==> config.mk <==
export PLATFORM = sky130hd
export DESIGN_NAME = pipe_scoreboard
export DESIGN_NICKNAME = d
export VERILOG_FILES = /design/src/rtl/pipe_pkg.sv /design/src/rtl/sb_match.sv /design/src/rtl/pipe_scoreboard.sv
export SDC_FILE = /design/constraint.sdc
export NUM_CORES = 1
export LEC_CHECK = 0
export ABC_AREA = 1
export BUFFER_PORTS_ARGS = -buffer_cell sky130_fd_sc_hd__buf_2
export CAP_MARGIN = 10
export CORE_MARGIN = 10
export CORE_UTILIZATION = 53
export CTS_CLUSTER_SIZE = 40
export DETAILED_ROUTE_END_ITERATION = 10
export PLACE_DENSITY = 0.81
export SKIP_CTS_REPAIR_TIMING = 1
export SLEW_MARGIN = 20
export SYNTH_ARGS = -nofsm -noshare
export SYNTH_HDL_FRONTEND = slang
export SYNTH_SLANG_ARGS = --single-unit
==> constraint.sdc <==
create_clock -name i_clk -period 2.1 [get_ports i_clk]
set_input_delay 0.21 -clock i_clk [delete_from_list [all_inputs] [get_ports i_clk]]
set_output_delay 0.21 -clock i_clk [all_outputs]
set_load 0.03 [all_outputs]
==> src/rtl/pipe_pkg.sv <==
// Shared types and constants for the issue-stage hazard scoreboard.
package pipe_pkg;

    // Slot fields are stored at fixed widths; narrower addresses/latencies are zero-extended.
    localparam int unsigned SB_RD_W   = 8;
    localparam int unsigned SB_LAT_W  = 8;
    localparam int unsigned SB_SLOT_W = 1 + SB_RD_W + SB_LAT_W;

    localparam int unsigned FWD_REGFILE = 0;
    localparam int unsigned FWD_EX_MEM  = 1;
    localparam int unsigned FWD_MEM_WB  = 2;

    typedef struct packed {
        logic                valid;
        logic [SB_RD_W-1:0]  rd;
        logic [SB_LAT_W-1:0] lat;
    } sb_slot_t;

    function automatic int unsigned age_w(input int unsigned wb_depth);
        return $clog2(wb_depth + 1);
    endfunction

endpackage

==> src/rtl/sb_match.sv <==
// Youngest-match priority encoder over the in-flight slot vector for one source register.
module sb_match
    import pipe_pkg::*;
#(
    parameter int unsigned REG_W = 5,
    parameter int unsigned NSLOT = 2,
    parameter int unsigned AGE_W = 2
) (
    input  logic [NSLOT*SB_SLOT_W-1:0] i_slots,
    input  logic [REG_W-1:0]           i_src,
    input  logic                       i_used,
    output logic                       o_hit,
    output logic [AGE_W-1:0]           o_k,
    output logic [SB_LAT_W-1:0]        o_lat
);

    sb_slot_t [NSLOT-1:0] w_slots;
    logic                 w_src_live;

    assign w_slots    = i_slots;
    assign w_src_live = i_used && (i_src != '0);

    // Scan oldest to youngest so the youngest matching producer wins.
    always_comb begin
        o_hit = 1'b0;
        o_k   = '0;
        o_lat = '0;
        for (int j = int'(NSLOT) - 1; j >= 0; j--) begin
            if (w_src_live && w_slots[j].valid && (w_slots[j].rd == SB_RD_W'(i_src))) begin
                o_hit = 1'b1;
                o_k   = AGE_W'(j + 1);
                o_lat = w_slots[j].lat;
            end
        end
    end

endmodule

==> src/rtl/pipe_scoreboard.sv <==
// Issue-stage hazard scoreboard: stall, forwarding distance and flush cancellation.
// Optional statistics counters are built when SCOREBOARD_STATS_EN is defined.
module pipe_scoreboard
    import pipe_pkg::*;
#(
    parameter int unsigned REG_W       = 5,
    parameter int unsigned WB_DEPTH    = 3,
    parameter int unsigned MAX_LAT     = 2,
    parameter int unsigned FLUSH_DEPTH = 2,
    localparam int unsigned AGE_W      = age_w(WB_DEPTH)
) (
    input  logic             i_clk,
    input  logic             i_reset,
    input  logic             i_advance,
    input  logic             i_issue_valid,
    input  logic [REG_W-1:0] i_issue_rs1,
    input  logic [REG_W-1:0] i_issue_rs2,
    input  logic             i_issue_rs1_used,
    input  logic             i_issue_rs2_used,
    input  logic [REG_W-1:0] i_issue_rd,
    input  logic             i_issue_we,
    input  logic [AGE_W-1:0] i_issue_lat,
    input  logic             i_flush,
    output logic             o_issue_stall,
    output logic             o_issue_fire,
    output logic [AGE_W-1:0] o_fwd_rs1,
    output logic [AGE_W-1:0] o_fwd_rs2
`ifdef SCOREBOARD_STATS_EN
    ,
    output logic [31:0]      o_stall_cnt,
    output logic [31:0]      o_flush_cnt
`endif
);

    localparam int unsigned NSLOT = WB_DEPTH - 1;

    if (WB_DEPTH < FWD_MEM_WB) begin : g_bad_depth
        $error("pipe_scoreboard: WB_DEPTH must leave at least one in-flight slot");
    end
    if (MAX_LAT < FWD_EX_MEM || MAX_LAT > WB_DEPTH) begin : g_bad_lat
        $error("pipe_scoreboard: MAX_LAT must lie in 1..WB_DEPTH");
    end
    if (FLUSH_DEPTH >= WB_DEPTH) begin : g_bad_flush
        $error("pipe_scoreboard: FLUSH_DEPTH must be below WB_DEPTH");
    end
    if (REG_W > SB_RD_W) begin : g_bad_reg_w
        $error("pipe_scoreboard: REG_W exceeds slot rd storage");
    end

    sb_slot_t [NSLOT-1:0] r_slots;
    sb_slot_t [NSLOT-1:0] w_slots_d;

    logic                w_hit1;
    logic                w_hit2;
    logic [AGE_W-1:0]    w_k1;
    logic [AGE_W-1:0]    w_k2;
    logic [SB_LAT_W-1:0] w_lat1;
    logic [SB_LAT_W-1:0] w_lat2;
    logic                w_haz1;
    logic                w_haz2;
    logic                w_stall;
    logic                w_fire;
    logic [SB_LAT_W-1:0] w_lat_norm;

    sb_match #(
        .REG_W (REG_W),
        .NSLOT (NSLOT),
        .AGE_W (AGE_W)
    ) u_match_rs1 (
        .i_slots (r_slots),
        .i_src   (i_issue_rs1),
        .i_used  (i_issue_rs1_used),
        .o_hit   (w_hit1),
        .o_k     (w_k1),
        .o_lat   (w_lat1)
    );

    sb_match #(
        .REG_W (REG_W),
        .NSLOT (NSLOT),
        .AGE_W (AGE_W)
    ) u_match_rs2 (
        .i_slots (r_slots),
        .i_src   (i_issue_rs2),
        .i_used  (i_issue_rs2_used),
        .o_hit   (w_hit2),
        .o_k     (w_k2),
        .o_lat   (w_lat2)
    );

    // A producer is not yet forwardable while its age is below its latency.
    assign w_haz1  = w_hit1 && (SB_LAT_W'(w_k1) < w_lat1);
    assign w_haz2  = w_hit2 && (SB_LAT_W'(w_k2) < w_lat2);
    assign w_stall = i_issue_valid && (w_haz1 || w_haz2);
    assign w_fire  = i_issue_valid && !w_stall && !i_flush && i_advance;

    assign o_issue_stall = w_stall;
    assign o_issue_fire  = w_fire;
    assign o_fwd_rs1     = w_hit1 ? w_k1 : AGE_W'(FWD_REGFILE);
    assign o_fwd_rs2     = w_hit2 ? w_k2 : AGE_W'(FWD_REGFILE);

    always_comb begin
        w_lat_norm = SB_LAT_W'(i_issue_lat);
        if ((i_issue_lat == '0) || (SB_LAT_W'(i_issue_lat) > SB_LAT_W'(MAX_LAT))) begin
            w_lat_norm = SB_LAT_W'(MAX_LAT);
        end
    end

    always_comb begin
        w_slots_d = r_slots;
        if (i_advance) begin
            for (int j = int'(NSLOT) - 1; j > 0; j--) begin
                w_slots_d[j] = r_slots[j-1];
            end
            w_slots_d[0].valid = w_fire && i_issue_we && (i_issue_rd != '0);
            w_slots_d[0].rd    = SB_RD_W'(i_issue_rd);
            w_slots_d[0].lat   = w_lat_norm;
        end
        // Flush kills the youngest slots after the shift, or in place when frozen.
        if (i_flush) begin
            for (int j = 0; j < int'(FLUSH_DEPTH); j++) begin
                w_slots_d[j].valid = 1'b0;
            end
        end
    end

    always_ff @(posedge i_clk or posedge i_reset) begin
        if (i_reset) begin
            r_slots <= '0;
        end else begin
            r_slots <= w_slots_d;
        end
    end

`ifdef SCOREBOARD_STATS_EN
    logic [31:0] r_stall_cnt;
    logic [31:0] r_flush_cnt;

    always_ff @(posedge i_clk or posedge i_reset) begin
        if (i_reset) begin
            r_stall_cnt <= '0;
            r_flush_cnt <= '0;
        end else begin
            if (w_stall && i_advance && (r_stall_cnt != '1)) begin
                r_stall_cnt <= r_stall_cnt + 32'd1;
            end
            if (i_flush && (r_flush_cnt != '1)) begin
                r_flush_cnt <= r_flush_cnt + 32'd1;
            end
        end
    end

    assign o_stall_cnt = r_stall_cnt;
    assign o_flush_cnt = r_flush_cnt;
`endif

endmodule

Word-level counts from Yosys, hierarchy flattened
Index checks and enable logic that the tools add are counted.
Word-level totals
  bits in registers: 28
  input port bits: 25
  output and inout bits: 6
  logic and storage cells: 58
Operators by class
  $lt $le $gt $ge: 3
  eq/ne operators: 4
  mux-type cells: 18
  reductions and logical operators: 27
Operators with widths (number)
  two-way mux 34 bit: 1
  two-way mux 8 bit: 4
  == test 5 bit: 4
  logical AND 1 bit: 18
  < comparator 2 x 8 -> 1 bit: 2
  nonzero test 5 bit: 3
  two-way mux 2 bit: 7
  two-way mux 1 bit: 6
  > comparator 2 bit (second input constant): 1
  zero test 1 bit: 2
  zero test 2 bit: 1
  logical OR 1 bit: 2
  nonzero test 2 bit: 1

Logic depth before layout (Yosys ltp)
  depth after elaboration: 18
  depth in mapped cells: 14
  depth with buffers taken out: 14

Cells and area by module
A second synthesis with hierarchy kept.
Second synthesis, totals
  cells, all modules: 280
  area, all modules: 1640.3 um2
Modules (own cells, without submodules)
  sb_match: instances 2, cells an instance 86, area an instance 414.1 um2, seq. area each 0.0 um2
  pipe_scoreboard: instances 1, cells an instance 108, area an instance 812.0 um2, seq. area each 400.4 um2

Worst setup path after synthesis
No wires, ideal clock.
  path kind: flip-flop to output port
  from: register r_slots[11] (netlist bit)
  to: output port o_issue_stall
  data arrival time: 2.369 ns
  data required time: 1.890 ns
  path slack: -0.479 ns
  stages on the path, launching flop included: 13
  buffers on the path: 0
  cells stage by stage: dfrtp_1 inv_2 nand2_1 nand2_1 nor2_1 nand3_1 nor2_2 nor2_1 a22oi_1 ha_1 nand2_1 nand2_1 a21oi_1
On the way
  cells in the longest elaborated chain, start to end: 7
  elaborated cells on any way between the ends: 16
  classes of those cells: 2 x order compare; 2 x eq/ne; 6 x mux; 6 x reduce/logical
Ends and longest elaborated chain
  from (decl): line pipe_scoreboard.sv:50  | sb_slot_t [NSLOT-1:0] r_slots;
  from (signal assigned): line pipe_scoreboard.sv:131  | r_slots <= w_slots_d;
  == test 5 bit: line sb_match.sv:29  | if (w_src_live && w_slots[j].valid && (w_slots[j].rd == SB_RD_W'(i_src))) begin
  logical AND 1 bit: line sb_match.sv:29
  two-way mux 2 bit / two-way mux 8 bit (equally long branches): line sb_match.sv:29
  < comparator 2 x 8 -> 1 bit, on equally long branches: line pipe_scoreboard.sv:92, pipe_scoreboard.sv:93
  logical AND 1 bit, on equally long branches: line pipe_scoreboard.sv:92, pipe_scoreboard.sv:93
  logical OR 1 bit (*): line pipe_scoreboard.sv:94  | assign w_stall = i_issue_valid && (w_haz1 || w_haz2);
  logical AND 1 bit (*): line pipe_scoreboard.sv:94
  to (decl): line pipe_scoreboard.sv:24  | output logic o_issue_stall,
Every way passes the cells marked *; elsewhere a longest branch is shown, timed or not.

Final worst setup path
  from: register r_slots[9] (netlist bit)
  to: output port o_issue_fire
On the way
  cells in the longest elaborated chain, start to end: 11
  elaborated cells on any way between the ends: 20
  classes of those cells: 2 x order compare; 2 x eq/ne; 6 x mux; 10 x reduce/logical
Ends and longest elaborated chain
  == test 5 bit: line sb_match.sv:29
  logical AND 1 bit: line sb_match.sv:29
  two-way mux 2 bit / two-way mux 8 bit (equally long branches): line sb_match.sv:29
  < comparator 2 x 8 -> 1 bit, on equally long branches: line pipe_scoreboard.sv:92, pipe_scoreboard.sv:93
  logical AND 1 bit, on equally long branches: line pipe_scoreboard.sv:92, pipe_scoreboard.sv:93
  logical OR 1 bit (*): line pipe_scoreboard.sv:94
  logical AND 1 bit (*): line pipe_scoreboard.sv:94
  zero test 1 bit (*): line pipe_scoreboard.sv:95  | assign w_fire = i_issue_valid && !w_stall && !i_flush && i_advance;
  logical AND 1 bit (*) (3 in series): line pipe_scoreboard.sv:95
  to (decl): line pipe_scoreboard.sv:25  | output logic o_issue_fire,
Marked as above.

==> results.cfg <==
[run]
maxCapViolCount = 0

[floorplanning]
die_h_um = 68.7
chipWidth_um = 68.7
core_sq_um = 2230
io_pins = 31
start_util = 0.562
dieArea_sq_um = 4710
num_rows = 17

[routing]
wl_per_cell_um = 12.5
detail_route.vias_per_cell = 5.14
num_vias = 1454
postRouteAntennaNets = 0
initialDrtViolationCount = 89
firstDrtPassIters = 4
routed_wl_mm = 3.53
drc = 0

[layout]
design_area_sq_um = 1630
largest_register = r_slots
diodes = 0
num-nets-final = 284
fill_cells = 194
syn_to_final_growth_pct = 30.1
largest_reg_flops = 16
reg.largest.list = r_slots: 16 flops
drive_gt1_frac = 0.306

[worst_setup_path]
required_ns = 1.89
crit_slowest_cell = dfrtp_2
crit_type = register to output port
cp_max_fo = 4
arrival_ns = 2.21
reg2regPathDepth = 15
path_cells = inv_2 -> nand2_1 -> nand2_1 -> nor2_1 -> nand3_2 -> nor2_4 -> nor2_4 -> a22oi_2 -> ha_1 -> nand2_2 -> nand2_4 -> and3_4 -> buf_6
end_kind = output port
startpoint_type = register
cpPeakStageDelay_ns = 0.41
worst_r2r_endpoint = r_slots[16]
r2r_setup_slack_ns = 0.17
regToRegStartpoint = r_slots[25]

[logic_synthesis]
syn_inst = 211
synth-xor-area-share = 0
synthSimpleGateAreaFrac = 0.435
synthDistinctLibCells = 24
yosysWarnings = 0
synth.cell_area_sq_um = 1250
synthMuxAreaShare = 0
synth_compound_area_frac = 0.116
synth_area_per_cell_sq_um = 5.95
ys_seq_area_frac = 0.319
ys_ff_latch = 16
synth_fp_nets = 238
synth_top_family_by_area = simple AND/OR/NAND/NOR gates
yosys.area_share.adder = 0.0199

[clock_tree]
clk_latency_ns = 0.28
cts_sinks = 16
path_clk_slew_ns = 0.08
ctsLongestPathBuffers = 2
cts_tree = built
numCtsBuffers = 3
htree_num_levels = 1
root_buffer = clkbuf_4

[timing]
maxSlewHeadroom = 0.611
skew_ns = 0.00163
worstMarginPinSlew_ns = 0.583
fin_crit_ns = 2.42
rsz0062_at_grt = yes
layout_worst_path_cycle_share = 1.15
whs_ns = -0.0211
finalHoldViolCount = 16
layout_setup_ws_ns = -0.317
setup_viol = 2
fmax_mhz = 414
drv_slew = 0

[power_and_ir_drop]
p_leak_nw = 0.940
peakVddDrop_uv = 421
power.density_nw_per_um2 = 458

[grt]
grt_max_degree = 24
antenna_found_initial = 0
grt_pass1_vias = 1361
grt_pass1_wl_mm = 5.87
track_usage = 0.157
overflow = 0

[place]
place.gp.congestion = 0.936
dp_hpwl_mm = 2.90
portBuffers = 30
dpl_cell_area_sq_um = 1540

[run_status]
status = finished, violations left
violations = negative hold slack, negative setup slack

[hold_path]
min_path_type = input port to async pin
## routing by layer
layer | vias to the layer above | track usage | wire (um)
li1 | 752 | - | -
met1 | 651 | 0.212 | 1610
met2 | 43 | 0.247 | 1610
met3 | 8 | 0.0306 | 252
met4 | 0 | 0.0477 | 55
met5 | - | 0 | 0
## cells by family after synthesis
logic type | after synthesis
AOI/OAI and AO/OA | 25
adders and majority gates | 2
buffers and inverters | 37
DFF | 16
and+or+nand+nor | 131
## cell usage in the layout, fill, tap and decap left out, types with 2 or more instances in the layout
cell type	instances
nand2_1	81
buf_2	28
inv_1	26
nor2_1	16
dfrtp_1	14
o21ai_0	13
buf_4	13
nand3_1	11
inv_2	9
nor2_2	5
nand2_2	5
nand4_1	4
a21oi_1	3
clkbuf_4	3
nor2_4	2
a21oi_2	2
ha_1	2
buf_6	2
dfrtp_2	2
## power breakdown
part	internal, mW	total [mW]	leakage, nW	switching [mW]
Clock	0.0664	0.153	0.0138	0.0869
Sequential	0.337	0.368	0.195	0.0306
Combinational	0.0906	0.226	0.731	0.136
## worst max path at each step
stage | startpoint | endpoint | slack, ns | cells after the start
floorplan | r_slots[9] | o_issue_stall | -0.04 | 12
global placement | r_slots[8] | o_issue_fire | -0.05 | 13
detailed placement | r_slots[9] | o_issue_fire | -0.09 | 13
CTS | r_slots[9] | o_issue_fire | -0.40 | 13
global route | r_slots[27] | o_issue_fire | -0.50 | 14
finish | r_slots[9] | o_issue_fire | -0.32 | 13
## worst max-delay path, delay by kind of cell, from the launching register on
family / cells / cell delay [ns]
AOI/OAI and AO/OA: 1 / 0.12
buffers and inverters: 2 / 0.20
DFF: 1 / 0.41
adders and majority gates: 1 / 0.25
and+or+nand+nor: 9 / 0.96
## synthesized netlist by cell type
library cell  count  area (sq um)
nand2_1          85           319
inv_1            29           109
nor2_1           20          75.1
dfrtp_1          16           400
o21ai_0          13          65.1
nand3_1          12          60.1
inv_2             6          22.5
a21oi_1           5          25.0
nand4_1           4          25.0
nor2_2            3          18.8
a22oi_1           2          15.0
clkbuf_1          2          7.51
ha_1              2          25.0
nand2_2           2          12.5
a21boi_0          1          7.51
a21oi_2           1          8.76
and3_1            1          6.26
nor3_1            1          5.00
nor3_2            1          10.0
nor3b_1           1          7.51
o211ai_1          1          7.51
o21bai_1          1          7.51
o41ai_1           1          8.76
or2_2             1          6.26
## per-stage QoR
stage,power (mW),setup slack (ns),instances,utilization,setup TNS (ns)
after global placement,0.587,-0.0501,278,0.691,-0.0908
after detailed placement,0.589,-0.0863,278,0.691,-0.172
final,0.747,-0.317,283,0.731,-0.614
after floorplan,0.495,-0.0353,211,-,-0.0353
after CTS,0.738,-0.401,281,0.701,-0.801
after global routing,0.803,-0.498,283,0.731,-0.988
## area by class of cell
| class | instances | area, sq um | area share |
|---|---|---|---|
| clock buffer | 3 | 22.5 | 0.0138 |
| inverter | 35 | 131 | 0.0805 |
| multi-input combinational | 158 | 781 | 0.478 |
| sequential | 16 | 403 | 0.247 |
| tap | 28 | 35.0 | 0.0215 |
| timing repair buffer | 43 | 260 | 0.159 |
No activity file was read; power rests on OpenSTA's default activity.
